`src/rtl/counter_ctrl_if.sv`:
```
// Control/status bundle between timer registers and counter_ctrl.
// master drives the controls, slave is the timer itself.
interface counter_ctrl_if #(
  parameter int COUNT_W    = 16,
  parameter int PRESCALE_W = 8
);
  logic                  start;
  logic                  stop;
  logic                  hold;
  logic                  mode;
  logic [COUNT_W-1:0]    period;
  logic [PRESCALE_W-1:0] prescale;
  logic [COUNT_W-1:0]    count;
  logic                  busy;
  logic                  expire;
  logic                  err;

  modport master (
    output start, stop, hold, mode, period, prescale,
    input  count, busy, expire, err
  );

  modport slave (
    input  start, stop, hold, mode, period, prescale,
    output count, busy, expire, err
  );
endinterface

```
`src/rtl/counter_ctrl.sv`:
```
// Programmable timer: prescaled up-counter with start/stop/hold
// sequencing and one-shot or auto-reload periodic modes.
module counter_ctrl #(
  parameter int COUNT_W    = 16,
  parameter int PRESCALE_W = 8
) (
  input logic           clk,
  input logic           rst_n,
  counter_ctrl_if.slave bus
);

  typedef enum logic [1:0] {
    IDLE = 2'd0,
    RUN  = 2'd1,
    HOLD = 2'd2
  } state_e;

  localparam logic [COUNT_W-1:0]    C_ONE = 1;
  localparam logic [PRESCALE_W-1:0] P_ONE = 1;

  state_e                state_q, state_d;
  logic [COUNT_W-1:0]    count_q, count_d;
  logic [PRESCALE_W-1:0] presc_q, presc_d;
  logic [COUNT_W-1:0]    period_l_q, period_l_d;
  logic [PRESCALE_W-1:0] prescale_l_q, prescale_l_d;
  logic                  mode_l_q, mode_l_d;
  logic                  expire_q, expire_d;
  logic                  err_q, err_d;

  always_ff @(posedge clk or negedge rst_n) begin
    if (!rst_n) begin
      state_q      <= IDLE;
      count_q      <= '0;
      presc_q      <= '0;
      period_l_q   <= '0;
      prescale_l_q <= '0;
      mode_l_q     <= 1'b0;
      expire_q     <= 1'b0;
      err_q        <= 1'b0;
    end else begin
      state_q      <= state_d;
      count_q      <= count_d;
      presc_q      <= presc_d;
      period_l_q   <= period_l_d;
      prescale_l_q <= prescale_l_d;
      mode_l_q     <= mode_l_d;
      expire_q     <= expire_d;
      err_q        <= err_d;
    end
  end

  always_comb begin
    state_d      = state_q;
    count_d      = count_q;
    presc_d      = presc_q;
    period_l_d   = period_l_q;
    prescale_l_d = prescale_l_q;
    mode_l_d     = mode_l_q;
    expire_d     = 1'b0;
    err_d        = 1'b0;
    unique case (state_q)
      IDLE: begin
        if (bus.start && !bus.stop) begin
          if (bus.period == '0) begin
            err_d = 1'b1;
          end else begin
            period_l_d   = bus.period;
            prescale_l_d = bus.prescale;
            mode_l_d     = bus.mode;
            count_d      = '0;
            presc_d      = '0;
            state_d      = RUN;
          end
        end
      end
      RUN, HOLD: begin
        err_d = bus.start;
        if (bus.stop) begin
          state_d = IDLE;
          count_d = '0;
          presc_d = '0;
        end else if (bus.hold) begin
          state_d = HOLD;
        end else begin
          // leaving HOLD ticks on the same edge, so held cycles cost exactly one clock each
          state_d = RUN;
          if (presc_q != prescale_l_q) begin
            presc_d = presc_q + P_ONE;
          end else begin
            presc_d = '0;
            if (count_q != period_l_q) begin
              count_d = count_q + C_ONE;
            end else begin
              count_d  = '0;
              expire_d = 1'b1;
              if (!mode_l_q) state_d = IDLE;
            end
          end
        end
      end
      default: state_d = IDLE;
    endcase
  end

  assign bus.count  = count_q;
  assign bus.busy   = (state_q != IDLE);
  assign bus.expire = expire_q;
  assign bus.err    = err_q;

endmodule

```
`src/flat_wrapper.sv`:
```
// flat-port wrapper written by rule: the top's interface ports become plain ports
module counter_ctrl_flat 
#(
  parameter int COUNT_W    = 16,
  parameter int PRESCALE_W = 8
)
  (clk, rst_n, bus_start, bus_stop, bus_hold, bus_mode, bus_period, bus_prescale, bus_count, bus_busy, bus_expire, bus_err);
  counter_ctrl_if #(.COUNT_W(COUNT_W), .PRESCALE_W(PRESCALE_W)) bus_i ();
  input logic clk;
  input logic rst_n;
  input wire logic [$bits(bus_i.start)-1:0] bus_start;
  input wire logic [$bits(bus_i.stop)-1:0] bus_stop;
  input wire logic [$bits(bus_i.hold)-1:0] bus_hold;
  input wire logic [$bits(bus_i.mode)-1:0] bus_mode;
  input wire logic [$bits(bus_i.period)-1:0] bus_period;
  input wire logic [$bits(bus_i.prescale)-1:0] bus_prescale;
  output wire logic [$bits(bus_i.count)-1:0] bus_count;
  output wire logic [$bits(bus_i.busy)-1:0] bus_busy;
  output wire logic [$bits(bus_i.expire)-1:0] bus_expire;
  output wire logic [$bits(bus_i.err)-1:0] bus_err;
  assign bus_i.start = bus_start;
  assign bus_i.stop = bus_stop;
  assign bus_i.hold = bus_hold;
  assign bus_i.mode = bus_mode;
  assign bus_i.period = bus_period;
  assign bus_i.prescale = bus_prescale;
  assign bus_count = bus_i.count;
  assign bus_busy = bus_i.busy;
  assign bus_expire = bus_i.expire;
  assign bus_err = bus_i.err;
  counter_ctrl #(.COUNT_W(COUNT_W), .PRESCALE_W(PRESCALE_W)) u_core (.clk(clk), .rst_n(rst_n), .bus(bus_i));
endmodule
```
`config.mk`:
```
export PLATFORM = sky130hd
export DESIGN_NAME = counter_ctrl_flat
export DESIGN_NICKNAME = d
export VERILOG_FILES = /design/src/rtl/counter_ctrl_if.sv /design/src/rtl/counter_ctrl.sv /design/src/flat_wrapper.sv
export SDC_FILE = /design/constraint.sdc
export NUM_CORES = 1
export LEC_CHECK = 0
export CORE_MARGIN = 1
export CORE_UTILIZATION = 30
export CTS_CLUSTER_SIZE = 24
export DETAILED_ROUTE_END_ITERATION = 12
export GPL_TIMING_DRIVEN = 0
export HOLD_SLACK_MARGIN = 0.06
export PLACE_DENSITY_LB_ADDON = 0.25
export SLEW_MARGIN = 10
export SYNTH_ARGS = -nofsm -noshare
export SYNTH_HDL_FRONTEND = slang
export SYNTH_SLANG_ARGS = --single-unit
```
`constraint.sdc`:
```
create_clock -name clk -period 4.5 [get_ports clk]
set_clock_uncertainty 0.1 [all_clocks]
set_input_delay 0.45 -clock clk [delete_from_list [all_inputs] [get_ports clk]]
set_output_delay 0.45 -clock clk [all_outputs]
set_load 0.02 [all_outputs]
```
---- Yosys cells after proc, flatten, opt, wreduce, memory -nomap -nowiden ----
Index checks and enable logic that the tools add are counted.
word-level totals
  flip-flop bits (word level) ............. 53
  output and inout port bits .............. 19
  logic and storage cells ................. 59
cells by class
  $add $sub $neg .......................... 2
  equality and inequality tests ........... 8
  multiplexer cells ....................... 29
  bitwise logic cells ..................... 1
  reduce and logical (&&, ||, !) cells .... 11
operators with widths
  cell                                                              number
  16-bit 2-to-1 mux                                                 6
  8-bit 2-to-1 mux                                                  5
  16-bit one-hot mux with 2 select lines                            1
  16-bit by 1-bit adder with 16-bit output (second input constant)  1
  16-bit logical NOT                                                1
  16-bit != test                                                    1
  8-bit one-hot mux with 2 select lines                             1
  2-bit 2-to-1 mux                                                  6
  8-bit by 1-bit adder with 8-bit output (second input constant)    1
  1-bit 2-to-1 mux                                                  8
  8-bit != test                                                     1
  3-bit != test (second input constant)                             2
  5-bit AND reduction                                               1
  2-bit one-hot mux with 2 select lines                             1
  4-bit AND reduction                                               1
  2-bit nonzero test                                                2
  3-bit AND reduction                                               1
  2-bit by 1-bit == test with 1-bit output (second input constant)  1
  2-bit == test (second input constant)                             1
  2-bit logical NOT                                                 1
  2-bit by 1-bit != test with 1-bit output (second input constant)  1
  2-bit != test (second input constant)                             1
  1-bit one-hot mux with 2 select lines                             1
  2-bit AND reduction                                               1
  4 further kinds                                                   4

---- Longest topological paths before layout ----
  depth after elaboration ................. 6
  gate-level depth with buffers ........... 10

---- Worst setup path after synthesis ----
OpenSTA, ideal clock, no wires.
  path kind ............................... register to register
  start point ............................. register u_core.state_q[0]
  end point ............................... register u_core.count_q[14], in the netlist u_core.bus.count[14]
  library setup time ...................... 0.080 ns
  data arrival time ....................... 2.263 ns
  required time ........................... 4.320 ns
  path slack .............................. 2.058 ns
  cell stages (with the launch flop) ...... 10
  cells stage by stage .................... dfrtp_1 > inv_1 > ha_1 > nor2b_1 > a221o_1 > a21o_1 > or4b_1 > buf_2 > buf_6 > o22ai_2
between the ends
  word-level cells in the longest chain between the ends .. 4
  elaborated cells between the ends (all ways) .. 11
ends and longest elaborated chain
  element                                                                           line                RTL
  start, declared                                                                   counter_ctrl.sv:21  state_e state_q, state_d;
  start signal, assigned                                                            counter_ctrl.sv:41  state_q <= state_d;
  2-bit by 1-bit == test with 1-bit output / 2-bit == test (equally long branches)  counter_ctrl.sv:61  unique case (state_q)
  2-bit OR reduction                                                                counter_ctrl.sv:61
  3-bit != test (no source line) / 2-bit nonzero test (equally long branches)       n/a
  5-bit AND reduction (no source line)                                              n/a
  end signal, assigned                                                              counter_ctrl.sv:42  count_q <= count_d;
  end, declared                                                                     counter_ctrl.sv:22  logic [COUNT_W-1:0] count_q, count_d;
Parallel ways exist; a longest one is shown, timed or not.
A chain may end at the register's enable or synchronous reset.

---- Final worst setup path ----
  start point ............................. input bus_period[1]
  end point ............................... register u_core.prescale_l_q[2]
between the ends
  word-level cells in the longest chain between the ends .. 3
ends and longest elaborated chain
  element                               line                RTL
  start, declared                       flat_wrapper.sv:15  input wire logic [$bits(bus_i.period)-1:0] bus_period;
  16-bit logical NOT                    counter_ctrl.sv:64  if (bus.period == '0) begin
  1-bit NOT (no source line)            n/a
  3-bit AND reduction (no source line)  n/a
  end signal, assigned                  counter_ctrl.sv:45  prescale_l_q <= prescale_l_d;
  end, declared                         counter_ctrl.sv:25  logic [PRESCALE_W-1:0] prescale_l_q, prescale_l_d;
Every way passes these cells.

==> summary.md <==
| Metric | Value |
|---|---|
| Leakage power total | `between 0.001 and 0.0015 uW` |
| CTS Buf Count | `5` |
| Clock period minus worst slack | `2.734 ns` |
| 1st-iter DRT viols | `roughly 110` |
| Count of unique library cells instantiated by Yosys | `between 40 and 50` |
| Routed wire length per instance | `between 15 and 20 um` |
| Fraction of synthesized cell area taken by the top area cell type | `45.34%` |
| Max transition margin | `a little over two fifths` |
| Slew Limit Fails | `0` |
| Slew at the pin closest to its max-slew limit | `roughly 0.86 ns` |
| Largest buffer count on any clock path | `2` |
| Sum of net half-perimeters after detailed placement | `between 5 and 6 mm` |
| Synthesized flop and latch total | `53` |
| Register clock-pin slew on the reported worst setup and hold paths | `~0.10 ns` |
| Share of the yosys chip area belonging to registers | `between 40 and 50%` |
| Worst-case vdd ir drop | `~0.24 mV` |
| Run status | `finished, final reports clean` |
| Maximum fanout encountered on the critical timing path | `10` |
| Initial core utilization | `between 30% and 40%` |
| Synthesized net count | `approximately 310` |
| Final count of hold timing violations | `0` |
| Pwr/cell area | `around 490 nW/um2` |
| Net switching power | `slightly above 700 uW` |
| Worst hold path type | `input pin to asynchronous set/reset pin` |
| Most used cells in the layout excluding fill and tap cells | `dfrtp_1, clkdlybuf4s50_1, mux2_2` |
| Ratio of cells with drive above 1 in the final layout | `between 15 and 20%` |
| Total standard cell area after synthesis | `between 2000 and 3000 um2` |
| Grt ovf | `0` |
| Finished Core Util | `between 30% and 40%` |
| Max Clk Rate | `roughly 0.37 GHz` |
| Final wirelength | `just over 7 mm` |
| Detailed-route via count | `2333` |
| Biggest area consumer among synthesized cells | `dfrtp_1` |
| Most common library cell in the layout ignoring fill and taps | `dfrtp_1` |
| FP Rows | `35` |
| Crit path capture type | `flop` |
| Routability congestion estimate | `roughly 0.85` |
| Dominant cells by area after synthesis | `dfrtp_1, mux2_2, xor2_1` |
| H-tree lvl count | `2` |
| Unrepaired setup endpoints after global routing | `no` |
| Portion of the clock cycle consumed by the worst path in the final layout | `between 60% and 70%` |
| Largest net degree at the start of global routing | `54` |
| Final number of setup-violating endpoints | `0` |
| Final TNS setup | `0 ns` |
| Share of total power in sequential cells | `between 40% and 50%` |
| Buffers inserted by post-CTS timing repair | `0` |
| Setup CP Type | `input pin to flop` |
| Total of cells resized after clock tree synthesis | `0` |
| Primary FF master, synth | `dfrtp_1` |
| Max Cap Violations | `0` |
| Vias in the first global route | `~2400` |
| # hold bufs at CTS | `0` |
| Wire length of the first global-routing pass | `~12 mm` |
| Die width | `100.7 um` |
| Antenna Cells | `0` |
| TritonCTS clock tree | `done` |
| Portion of total power attributed to combinational logic | `between 40 and 50%` |
| Die height | `about 100 um` |
| DIE AREA | `between 10000 and 15000 um2` |
| Later-pin clock latency in the skew report | `a little over 0.3 ns` |
| All-layer global routing usage | `around 15%` |
| Via density per instance | `between 5 and 6` |
| Total Nets Final | `between 300 and 400` |
| Signed area change from the synthesized netlist to the final layout | `24.81%` |
| Drt pass-1 iters | `4` |
| Internal power component | `1077 uW` |
| Post-synth EDFFs | `0` |
| Post-route ant nets | `0` |
| Root cell of the clock tree | `clkbuf_8` |
| TritonCTS sink count | `53` |
| Minimum setup slack among reg-to-reg paths | `1.83 ns` |
| Clock network fraction of design power | `about 15%` |
| Cells after Synth | `approximately 280` |
| Required time of the critical path | `around 4.6 ns` |
| Worst EP arrival | `2.83 ns` |
| Antenna violations before repair | `0` |
| Switching share of power | `~40%` |
| Launching element type of the critical path | `input pin` |
| Worst Setup Slack, final | `approximately 1.8 ns` |
| Count of warnings emitted by yosys | `0` |
| Placeable Area | `about 9300 um2` |
| Avg Synthesized Cell Area | `about 11 um2` |
| Placement Setup Slack | `1.382 ns` |
| I/O pin count | `49` |
| Fraction of registers with async set/reset | `100.0%` |
| I/O Buffers | `48` |
| Post-route DRC | `0` |
## power groups by stage
stage          Sequential (uW)  Clock [uW]  Combinational (uW)
6_report                   726         272                 794
5_1_grt                    746         300                 875
4_1_cts                    727         282                 801
3_5_place_dp               737           0                 799
3_3_place_gp               735           0                 782
2_1_floorplan              719           0                 578
## registers in the layout, summed over array words and instances (netlist names)
name,flops
u_core.period_l_q,16
u_core.bus.count,16
u_core.presc_q,8
u_core.mode_l_q,1
u_core.bus.expire,1
u_core.bus.err,1
u_core.state_q,2
u_core.prescale_l_q,8
## final timing paths
kind	start	to	depth (start not counted)
worst max-delay path	bus_period[1]	u_core.prescale_l_q[2]$_DFFE_PN0P_	6
worst min-delay path	rst_n	u_core.prescale_l_q[5]$_DFFE_PN0P_	1
worst max register to register	u_core.state_q[0]$_DFFE_PN0P_	u_core.bus.count[14]$_DFFE_PN0P_	9
worst min register to register	u_core.prescale_l_q[3]$_DFFE_PN0P_	u_core.prescale_l_q[3]$_DFFE_PN0P_	1
max in group asynchronous	rst_n	u_core.state_q[1]$_DFFE_PN0P_	1
min in group clk	u_core.prescale_l_q[3]$_DFFE_PN0P_	u_core.prescale_l_q[3]$_DFFE_PN0P_	1
## critical path, cell delays in order
cell	delay (ns)
clkdlybuf4s50_1	0.42
nor4_1	0.48
a41oi_1	0.25
nand2_1	0.30
clkbuf_1	0.52
mux2_2	0.41
## logic make-up after synthesis
logic type | count (synthesis) | synth area share [%]
compound gates | 61 | 15.91
xor+xnor | 24 | 7.186
fa+ha+maj | 4 | 1.711
buf+inv | 31 | 4.277
flops | 53 | 45.34
mux | 25 | 9.624
simple gates | 77 | 15.95
## cell usage after synthesis (all sizes together) (2+ instances only)
library cell	count
a211oi	7
a21oi	6
a221o	2
a311oi	7
and3	3
and4	2
buf	2
clkbuf	10
dfrtp	53
ha	4
inv	19
mux2	25
nand2	12
nand2b	5
nand3	12
nand4	11
nor2	6
nor2b	2
nor4	13
o211ai	3
o21ai	16
o22ai	13
o31ai	3
or2	4
xor2	24
## routing by layer
metal / track usage (%) / part of all wire [%] / up-vias / wire (um)
met5: 0 / 0 / - / 0
met4: 4.348 / 0.94 / 0 / 67
met3: 2.566 / 3.6 / 6 / 257
met2: 24.29 / 45 / 55 / 3199
met1: 21.50 / 51 / 1143 / 3621
li1: - / - / 1129 / -
## area by class of cell
| class | instances | area [um2] |
|---|---|---|
| buffer | 12 | 53.80 |
| clock buffer | 5 | 68.82 |
| clock inverter | 3 | 17.52 |
| inverter | 19 | 71.32 |
| sequential | 53 | 1326 |
| multi-input combinational | 191 | 1474 |
| tap | 129 | 161.4 |
| fill | 937 | 5677 |
| timing repair buffer | 48 | 478.0 |
## through the flow
step | total power, uW | hold WS [ns] | instances | instance area (um2)
after global routing | 1920 | 0.1298 | 460 | 3651
after global placement | 1517 | 0.4104 | 452 | 3567
final | 1792 | 0.08405 | 460 | 3651
after CTS | 1811 | 0.1041 | 460 | 3651
after floorplan | 1297 | 0.05441 | 275 | 2925
after detailed placement | 1536 | 0.4173 | 452 | 3565
(Power assumes the default switching activity.)
